$ cat src/rtl/fifo_sched_pkg.sv
// Shared constants for the TX FIFO scheduler: status bit positions and drain FSM encoding.
package fifo_sched_pkg;

   localparam int DATA_W      = 8;
   localparam int STAT_EMPTY  = 0;
   localparam int STAT_FULL   = 1;
   localparam int STAT_AFULL  = 2;
   localparam int STAT_AEMPTY = 3;

   typedef enum logic [2:0] {
      ST_IDLE      = 3'd0,
      ST_READ      = 3'd1,
      ST_LOAD      = 3'd2,
      ST_START     = 3'd3,
      ST_WAIT_BUSY = 3'd4,
      ST_WAIT_DONE = 3'd5,
      ST_GAP       = 3'd6
   } drain_state_e;

endpackage

$ cat src/rtl/fifo_tx_scheduler_if.sv
// Requester, FIFO and transmitter signals seen by the TX scheduler.
interface fifo_tx_scheduler_if;
   import fifo_sched_pkg::*;

   logic                req0_valid;
   logic                req1_valid;
   logic [DATA_W-1:0]   req0_data;
   logic [DATA_W-1:0]   req1_data;
   logic                req0_ready;
   logic                req1_ready;
   logic                fifo_write;
   logic [DATA_W-1:0]   fifo_wdata;
   logic                fifo_read;
   logic [DATA_W-1:0]   fifo_rdata;
   logic [3:0]          fifo_status;
   logic                enable;
   logic                tx_start;
   logic [DATA_W-1:0]   tx_data;
   logic                tx_busy;
   logic                sched_busy;
   logic [15:0]         tx_count;

   // master is the scheduler; slave is the requesters, FIFO and transmitter around it
   modport master (
      input  req0_valid, req1_valid, req0_data, req1_data, fifo_rdata, fifo_status,
             enable, tx_busy,
      output req0_ready, req1_ready, fifo_write, fifo_wdata, fifo_read, tx_start,
             tx_data, sched_busy, tx_count
   );

   modport slave (
      output req0_valid, req1_valid, req0_data, req1_data, fifo_rdata, fifo_status,
             enable, tx_busy,
      input  req0_ready, req1_ready, fifo_write, fifo_wdata, fifo_read, tx_start,
             tx_data, sched_busy, tx_count
   );

endinterface

$ cat src/rtl/rr_arb2.sv
// Two-input round-robin arbiter; the last-grant pointer moves only when the grant is used.
module rr_arb2 (
   input  logic       clk,
   input  logic       rst,
   input  logic [1:0] req,
   input  logic       accept,
   output logic [1:0] gnt
);

   logic last_q;
   logic last_d;

   always_comb begin
      gnt    = req;
      if (req == 2'b11) begin
         gnt = last_q ? 2'b01 : 2'b10;
      end
      last_d = last_q;
      if (accept) begin
         last_d = gnt[1];
      end
   end

   // last = 1 out of reset so requester 0 wins the first tie
   always_ff @(posedge clk or posedge rst) begin
      if (rst) begin
         last_q <= 1'b1;
      end else begin
         last_q <= last_d;
      end
   end

endmodule

$ cat src/rtl/fifo_tx_scheduler.sv
// Arbitrates two byte producers onto the TX FIFO write port and drains the FIFO into the UART.
module fifo_tx_scheduler
   import fifo_sched_pkg::*;
#(
   parameter int unsigned GAP_CYCLES = 0
) (
   input  logic                 clk,
   input  logic                 rst,
   fifo_tx_scheduler_if.master  bus
);

   localparam bit         GAP_EN   = (GAP_CYCLES != 0);
   localparam logic [7:0] GAP_LOAD = GAP_EN ? (8'(GAP_CYCLES) - 8'd1) : 8'd0;

   logic [1:0] req;
   logic [1:0] gnt;
   logic [1:0] ready;
   logic       wr_block;
   logic       wr_fire;
   logic       wr_prev_q, wr_prev_d;

   assign req = {bus.req1_valid, bus.req0_valid};

   rr_arb2 u_arb (
      .clk    (clk),
      .rst    (rst),
      .req    (req),
      .accept (wr_fire),
      .gnt    (gnt)
   );

   // with AFull set a write in the previous cycle blocks this one
   always_comb begin
      wr_block  = bus.fifo_status[STAT_FULL] | (bus.fifo_status[STAT_AFULL] & wr_prev_q);
      ready     = gnt & {2{~wr_block & ~rst}};
      wr_fire   = |ready;
      wr_prev_d = wr_fire;
   end

   assign bus.req0_ready = ready[0];
   assign bus.req1_ready = ready[1];
   assign bus.fifo_write = wr_fire;
   assign bus.fifo_wdata = gnt[1] ? bus.req1_data : bus.req0_data;

   drain_state_e        state_q, state_d;
   logic                fifo_read_q, fifo_read_d;
   logic                tx_start_q, tx_start_d;
   logic                sched_busy_q, sched_busy_d;
   logic [DATA_W-1:0]   tx_data_q, tx_data_d;
   logic [15:0]         tx_count_q, tx_count_d;
   logic [7:0]          gap_cnt_q, gap_cnt_d;

   always_comb begin
      state_d    = state_q;
      tx_data_d  = tx_data_q;
      tx_count_d = tx_count_q;
      gap_cnt_d  = gap_cnt_q;
      case (state_q)
         ST_IDLE: begin
            if (bus.enable && !bus.fifo_status[STAT_EMPTY] && !bus.tx_busy) begin
               state_d = ST_READ;
            end
         end
         ST_READ:  state_d = ST_LOAD;
         ST_LOAD: begin
            tx_data_d = bus.fifo_rdata;
            state_d   = ST_START;
         end
         ST_START: begin
            tx_count_d = tx_count_q + 16'd1;
            state_d    = ST_WAIT_BUSY;
         end
         ST_WAIT_BUSY: begin
            if (bus.tx_busy) begin
               state_d = ST_WAIT_DONE;
            end
         end
         ST_WAIT_DONE: begin
            if (!bus.tx_busy) begin
               if (GAP_EN) begin
                  state_d   = ST_GAP;
                  gap_cnt_d = GAP_LOAD;
               end else begin
                  state_d = ST_IDLE;
               end
            end
         end
         ST_GAP: begin
            if (gap_cnt_q == 8'd0) begin
               state_d = ST_IDLE;
            end else begin
               gap_cnt_d = gap_cnt_q - 8'd1;
            end
         end
         default: state_d = ST_IDLE;
      endcase
      // strobes are registered from the next state so they never glitch
      fifo_read_d  = (state_d == ST_READ);
      tx_start_d   = (state_d == ST_START);
      sched_busy_d = (state_d != ST_IDLE);
   end

   always_ff @(posedge clk or posedge rst) begin
      if (rst) begin
         state_q      <= ST_IDLE;
         fifo_read_q  <= 1'b0;
         tx_start_q   <= 1'b0;
         sched_busy_q <= 1'b0;
         tx_data_q    <= '0;
         tx_count_q   <= 16'd0;
         gap_cnt_q    <= 8'd0;
         wr_prev_q    <= 1'b0;
      end else begin
         state_q      <= state_d;
         fifo_read_q  <= fifo_read_d;
         tx_start_q   <= tx_start_d;
         sched_busy_q <= sched_busy_d;
         tx_data_q    <= tx_data_d;
         tx_count_q   <= tx_count_d;
         gap_cnt_q    <= gap_cnt_d;
         wr_prev_q    <= wr_prev_d;
      end
   end

   assign bus.fifo_read  = fifo_read_q;
   assign bus.tx_start   = tx_start_q;
   assign bus.sched_busy = sched_busy_q;
   assign bus.tx_data    = tx_data_q;
   assign bus.tx_count   = tx_count_q;

endmodule

$ cat src/flat_wrapper.sv
// flat-port wrapper written by rule: the top's interface ports become plain ports
module fifo_tx_scheduler_flat import fifo_sched_pkg::*;
#(
   parameter int unsigned GAP_CYCLES = 0
)
  (clk, rst, bus_req0_valid, bus_req1_valid, bus_req0_data, bus_req1_data, bus_fifo_rdata, bus_fifo_status, bus_enable, bus_tx_busy, bus_req0_ready, bus_req1_ready, bus_fifo_write, bus_fifo_wdata, bus_fifo_read, bus_tx_start, bus_tx_data, bus_sched_busy, bus_tx_count);
  fifo_tx_scheduler_if bus_i ();
  input  logic clk;
  input  logic rst;
  input wire logic [$bits(bus_i.req0_valid)-1:0] bus_req0_valid;
  input wire logic [$bits(bus_i.req1_valid)-1:0] bus_req1_valid;
  input wire logic [$bits(bus_i.req0_data)-1:0] bus_req0_data;
  input wire logic [$bits(bus_i.req1_data)-1:0] bus_req1_data;
  input wire logic [$bits(bus_i.fifo_rdata)-1:0] bus_fifo_rdata;
  input wire logic [$bits(bus_i.fifo_status)-1:0] bus_fifo_status;
  input wire logic [$bits(bus_i.enable)-1:0] bus_enable;
  input wire logic [$bits(bus_i.tx_busy)-1:0] bus_tx_busy;
  output wire logic [$bits(bus_i.req0_ready)-1:0] bus_req0_ready;
  output wire logic [$bits(bus_i.req1_ready)-1:0] bus_req1_ready;
  output wire logic [$bits(bus_i.fifo_write)-1:0] bus_fifo_write;
  output wire logic [$bits(bus_i.fifo_wdata)-1:0] bus_fifo_wdata;
  output wire logic [$bits(bus_i.fifo_read)-1:0] bus_fifo_read;
  output wire logic [$bits(bus_i.tx_start)-1:0] bus_tx_start;
  output wire logic [$bits(bus_i.tx_data)-1:0] bus_tx_data;
  output wire logic [$bits(bus_i.sched_busy)-1:0] bus_sched_busy;
  output wire logic [$bits(bus_i.tx_count)-1:0] bus_tx_count;
  assign bus_i.req0_valid = bus_req0_valid;
  assign bus_i.req1_valid = bus_req1_valid;
  assign bus_i.req0_data = bus_req0_data;
  assign bus_i.req1_data = bus_req1_data;
  assign bus_i.fifo_rdata = bus_fifo_rdata;
  assign bus_i.fifo_status = bus_fifo_status;
  assign bus_i.enable = bus_enable;
  assign bus_i.tx_busy = bus_tx_busy;
  assign bus_req0_ready = bus_i.req0_ready;
  assign bus_req1_ready = bus_i.req1_ready;
  assign bus_fifo_write = bus_i.fifo_write;
  assign bus_fifo_wdata = bus_i.fifo_wdata;
  assign bus_fifo_read = bus_i.fifo_read;
  assign bus_tx_start = bus_i.tx_start;
  assign bus_tx_data = bus_i.tx_data;
  assign bus_sched_busy = bus_i.sched_busy;
  assign bus_tx_count = bus_i.tx_count;
  fifo_tx_scheduler #(.GAP_CYCLES(GAP_CYCLES)) u_core (.clk(clk), .rst(rst), .bus(bus_i));
endmodule
$ cat config.mk
export PLATFORM = sky130hd
export DESIGN_NAME = fifo_tx_scheduler_flat
export DESIGN_NICKNAME = d
export VERILOG_FILES = /design/src/rtl/fifo_sched_pkg.sv /design/src/rtl/fifo_tx_scheduler_if.sv /design/src/rtl/rr_arb2.sv /design/src/rtl/fifo_tx_scheduler.sv /design/src/flat_wrapper.sv
export SDC_FILE = /design/constraint.sdc
export NUM_CORES = 1
export LEC_CHECK = 0
export BUFFER_PORTS_ARGS = -buffer_cell sky130_fd_sc_hd__buf_4
export CORE_MARGIN = 8
export CORE_UTILIZATION = 54
export CTS_BUF_LIST = sky130_fd_sc_hd__clkbuf_8
export DETAILED_ROUTE_END_ITERATION = 7
export GPL_TIMING_DRIVEN = 0
export MAX_ROUTING_LAYER = met4
export PLACE_DENSITY = 0.95
export SYNTH_ARGS = -nofsm -noshare
export SYNTH_HDL_FRONTEND = slang
export SYNTH_SLANG_ARGS = --single-unit
$ cat constraint.sdc
create_clock -name clk -period 2.7 [get_ports clk]
set_input_delay 0.675 -clock clk [delete_from_list [all_inputs] [get_ports clk]]
set_output_delay 0.675 -clock clk [all_outputs]
set_load 0.03 [all_outputs]
==> impl.org <==
** Layout
- Number of antenna diodes :: 0
- Leaving out fill and tap cells, the most frequent cell in the layout is sky130_fd_sc_hd__buf_4.
- The post-route netlist has about half of its cells at a drive strength greater than 1.
- Compared with the post-synthesis result, the final layout area differs by 37.24%.
- After routing the design area is around 0.0026 mm2.
- In the layout the commonest cells are sky130_fd_sc_hd__buf_4 (73), sky130_fd_sc_hd__dfrtp_1 (39), sky130_fd_sc_hd__mux2_2 (19).
- Counting the fill cells in the layout gives between 200 and 250.
- Number of nets in the finished design :: around 270

** Setup path
- Launching point of the worst reg2reg path :: u_core.gap_cnt_q[0]$_DFFE_PP0P_
- The critical path goes through buf_4 > a21boi_2 > mux2_2 > buf_4.
- For the worst setup path, the data required time is 2030 ps.
- Cell seen most often among critical-path stages :: sky130_fd_sc_hd__buf_4
- The slowest stage of the critical path belongs to the cell sky130_fd_sc_hd__a21boi_2.
- STA puts the critical path data arrival time at approximately 1800 ps.
- The worst setup path is of the primary input to output pin kind.
- The worst setup path is captured at an output pin.
- The worst setup path is launched from a primary input.
- The most critical setup path has its startpoint at bus_req0_valid.
- Delay contributed by the slowest stage of the critical path :: just over 400 ps
- Max FO, Critical Path :: 9
- Worst Path Buf+Inv :: 2
- Cell family with the largest share of critical-path delay :: compound AO/OA/AOI/OAI gates

** STA
- Post-route minimum period :: around 2500 ps
- Number of endpoints failing setup at the final stage :: 0
- Number of pins exceeding their max-slew limit in the final report :: 0
- In the finished design, the share of the clock period the worst path needs comes to between 90 and 100%.
- Top achievable clock speed :: between 400 and 500 MHz
- Least-Margin Pin Slew :: roughly 810 ps
- In this run the tightest slew margin relative to its limit is approximately 46%.
- RSZ-0062 raised after global routing :: no
- Final TNS setup :: 0 ps
- Final hold vios :: 0
- Skew final :: 9.828 ps

** Global route
- Global routing finished with a remaining overflow of 0.
- The via count of the first global-routing pass is 1647.
- The first global-routing pass estimated between 7 and 8 mm of wire.
- Global routing used a little under a fifth of the available tracks.
- Maximum number of pins on one net before global-route repair :: 41
- Number of antenna violations at the first check in global routing :: 0

** Min path
- Hold wc startpoint :: u_core.bus.tx_count[15]$_DFFE_PP0P_
- In this run the worst hold path is classified as register to register.

** Yosys
- After Yosys synthesis, and, or, nand and nor cells account for 17.02% of the synthesized area.
- Net Count, Synth :: roughly 200
- Number of flops mapped to enable cells by yosys :: 0
- Instance count of the mapped netlist :: 160
- Yosys warns :: 0
- Post-synthesis mux area share :: between 10% and 20%
- The synthesized netlist devotes 5.301% of its cell area to compound gates.
- By area, the combinational part of the netlist is dominated by simple AND/OR/NAND/NOR gates.
- The mapped netlist covers ~0.0019 mm2.
- In the synthesized netlist the dominant register cell turns out to be sky130_fd_sc_hd__dfrtp_1.
- Average instance area after synthesis :: 11.95 um2
- Summing the areas of all xor and xnor instances in the mapped netlist gives just under 9% of the synthesized area.
- For this run, asynchronously set or reset flops after synthesis account for 100.0%.
- Seq/Total Area, Yosys :: about 52%
- After Yosys synthesis, full adders, half adders and majority gates account for roughly 1.3% of the synthesized area.
- Synthesized flop and latch total :: 40
- The synthesized netlist contains 42 unique library cells.

** Clock tree
- Root buffer selected by CTS :: sky130_fd_sc_hd__clkbuf_8
- TritonCTS built the clock tree.
- Source-to-sink clock delay at the later pin of the worst-skew pair :: 290 ps
- Buffers inserted during post-CTS setup optimization :: 0
- No sink is reached through more buffers than the 2 on the longest clock path.
- Clock slew at reported path FFs :: roughly 70 ps
- Hold repair after CTS inserted 0 buffers.
- The H-tree was split into 2 levels.
- Gates resized during post-CTS repair numbered 0.
- CTS Buf Count :: 5
- CTS saw 40 sinks.

** Drt
- First drt pass iteration count :: 4
- The routed design uses 3.020 mm of met2 wire.
- Detailed routing placed a total of roughly 280 um of wire on met3.
- Total vias in the final route :: 1544
- The detail route stage leaves a number of antenna-violating nets equal to 0.
- Total wire length after detailed routing :: slightly above 5 mm
- Top metal layer carrying routed signals :: met4
- Post-detailed-route via-to-cell ratio :: approximately 5.5
- In this run, the number of DRC markers left after iteration 0 of detailed routing was roughly 110.
- After detailed routing, the number of remaining DRC violations is 0.
- After detailed routing, the average wire length per cell comes to 18.29 um.
- Metal1 wirelength :: about 1.8 mm

** Status
- The run finished with clean final reports.

** Run
- Max-Cap Viols :: 0

** Die
- In this run the vertical extent of the chip is between 70 and 80 um.
- Initial cell density of the core :: 56.85%
- In this run the horizontal extent of the chip is between 70 and 80 um.
- Total number of placement rows :: 21
- Area of the die :: about 0.0057 mm2
- In this run the count of I/O pins placed on the die edge is between 70 and 80.
- Core Area :: between 0.003 and 0.004 mm2

** Pwr
- LEAKAGE :: 1.300 nW
- Maximum vdd drop :: 0.0004530 V
- Power spread over the standard cell area amounts to 881.0 mW/mm2.

** Placement
- Last weighted congestion value of the routability-driven placer :: roughly 0.80
- Total cell area at the placement stage :: around 0.0025 mm2
- Buffers placed on the I/O ports in this run total 70.
- Detailed placement ended at an HPWL of 3.853 mm.
[kinds of logic after synthesis]
kind of cell             after synthesis
buffers and inverters                 11
AND/OR/NAND/NOR                       53
AO/OA/AOI/OAI                         15
adder cells (fa/ha/maj)                2
flip-flops                            40
multiplexers                          20
XOR/XNOR                              19
[sequential cells by signal (all words and copies together) (netlist names)]
register and flops:
u_core.gap_cnt_q 8, u_core.bus.tx_start 1, u_core.wr_prev_q 1, u_core.bus.fifo_read 1, u_core.bus.tx_data 8, u_core.u_arb.last_q 1, u_core.bus.tx_count 16, u_core.state_q 3
u_core.bus.sched_busy 1
[final timing paths]
kind                            slack [ps]  cells after the start                                  end
worst max register to register        1030                      5      u_core.gap_cnt_q[6]$_DFFE_PP0P_
worst min-delay path                   490                      1  u_core.bus.tx_count[15]$_DFFE_PP0P_
worst min register to register         490                      1  u_core.bus.tx_count[15]$_DFFE_PP0P_
max in group asynchronous             1640                      2          u_core.state_q[2]$_DFF_PP0_
min in group asynchronous              540                      2           u_core.wr_prev_q$_DFF_PP0_
worst max-delay path                   230                      4                    bus_fifo_wdata[0]
[stage by stage]
| step | util (%) | setup slack (ps) | hold WS (ps) | power [mW] | instances |
|---|---|---|---|---|---|
| floorplan | - | 369.8 | 496.6 | 1.422 | 160 |
| global placement | 74.18 | 266.4 | 460.2 | 1.712 | 276 |
| detailed placement | 74.18 | 234.8 | 487.6 | 1.752 | 276 |
| CTS | 78.01 | 233.6 | 497.8 | 2.324 | 283 |
| global route | 78.01 | 196.3 | 509.2 | 2.410 | 283 |
| finish | 78.01 | 226.1 | 491.6 | 2.311 | 283 |
[routing by layer]
metal,global-route usage [%],vias to the layer above
met5,-,-
met4,7.036,0
met3,4.868,12
met2,34.61,50
met1,18.26,771
li1,-,711
[final cells by class]
type / instances / area (um2) / area share [%]
repair buffers: 70 / 525.5 / 20.03
clock buffers: 5 / 68.82 / 2.623
inverters: 5 / 18.77 / 0.7153
flip-flops and latches: 40 / 1002 / 38.20
plain buffers: 6 / 43.79 / 1.669
clock inverters: 2 / 60.06 / 2.289
well taps: 46 / 57.56 / 2.194
multi-input cells: 109 / 847.1 / 32.28
[Yosys cell counts, types with 2 or more instances]
cell,number,area share [%]
sky130_fd_sc_hd__nor3_1,4,1.0
sky130_fd_sc_hd__mux2_2,19,11
sky130_fd_sc_hd__and3_1,2,0.65
sky130_fd_sc_hd__nand2b_1,2,0.65
sky130_fd_sc_hd__a21oi_1,6,1.6
sky130_fd_sc_hd__nand4_1,2,0.65
sky130_fd_sc_hd__nor3b_1,2,0.79
sky130_fd_sc_hd__a21boi_2,2,1.2
sky130_fd_sc_hd__dfrtp_1,39,51
sky130_fd_sc_hd__ha_1,2,1.3
sky130_fd_sc_hd__nand3_1,7,1.8
sky130_fd_sc_hd__and4_1,3,1.4
sky130_fd_sc_hd__nor2b_1,2,0.65
sky130_fd_sc_hd__xor2_1,6,2.7
sky130_fd_sc_hd__buf_2,2,0.52
sky130_fd_sc_hd__xnor2_1,13,6.0
sky130_fd_sc_hd__and2_1,2,0.65
sky130_fd_sc_hd__inv_1,5,0.98
sky130_fd_sc_hd__nand2_1,11,2.2
sky130_fd_sc_hd__buf_4,3,1.2
sky130_fd_sc_hd__nor2_1,5,0.98
[power by group]
| group | total, mW | switching [mW] | internal [mW] |
|---|---|---|---|
| logic | 0.916 | 0.514 | 0.403 |
| registers | 0.831 | 0.0946 | 0.737 |
| clock network | 0.564 | 0.200 | 0.364 |
| total | 2.31 | 0.808 | 1.50 |
(Power assumes the default switching activity.)
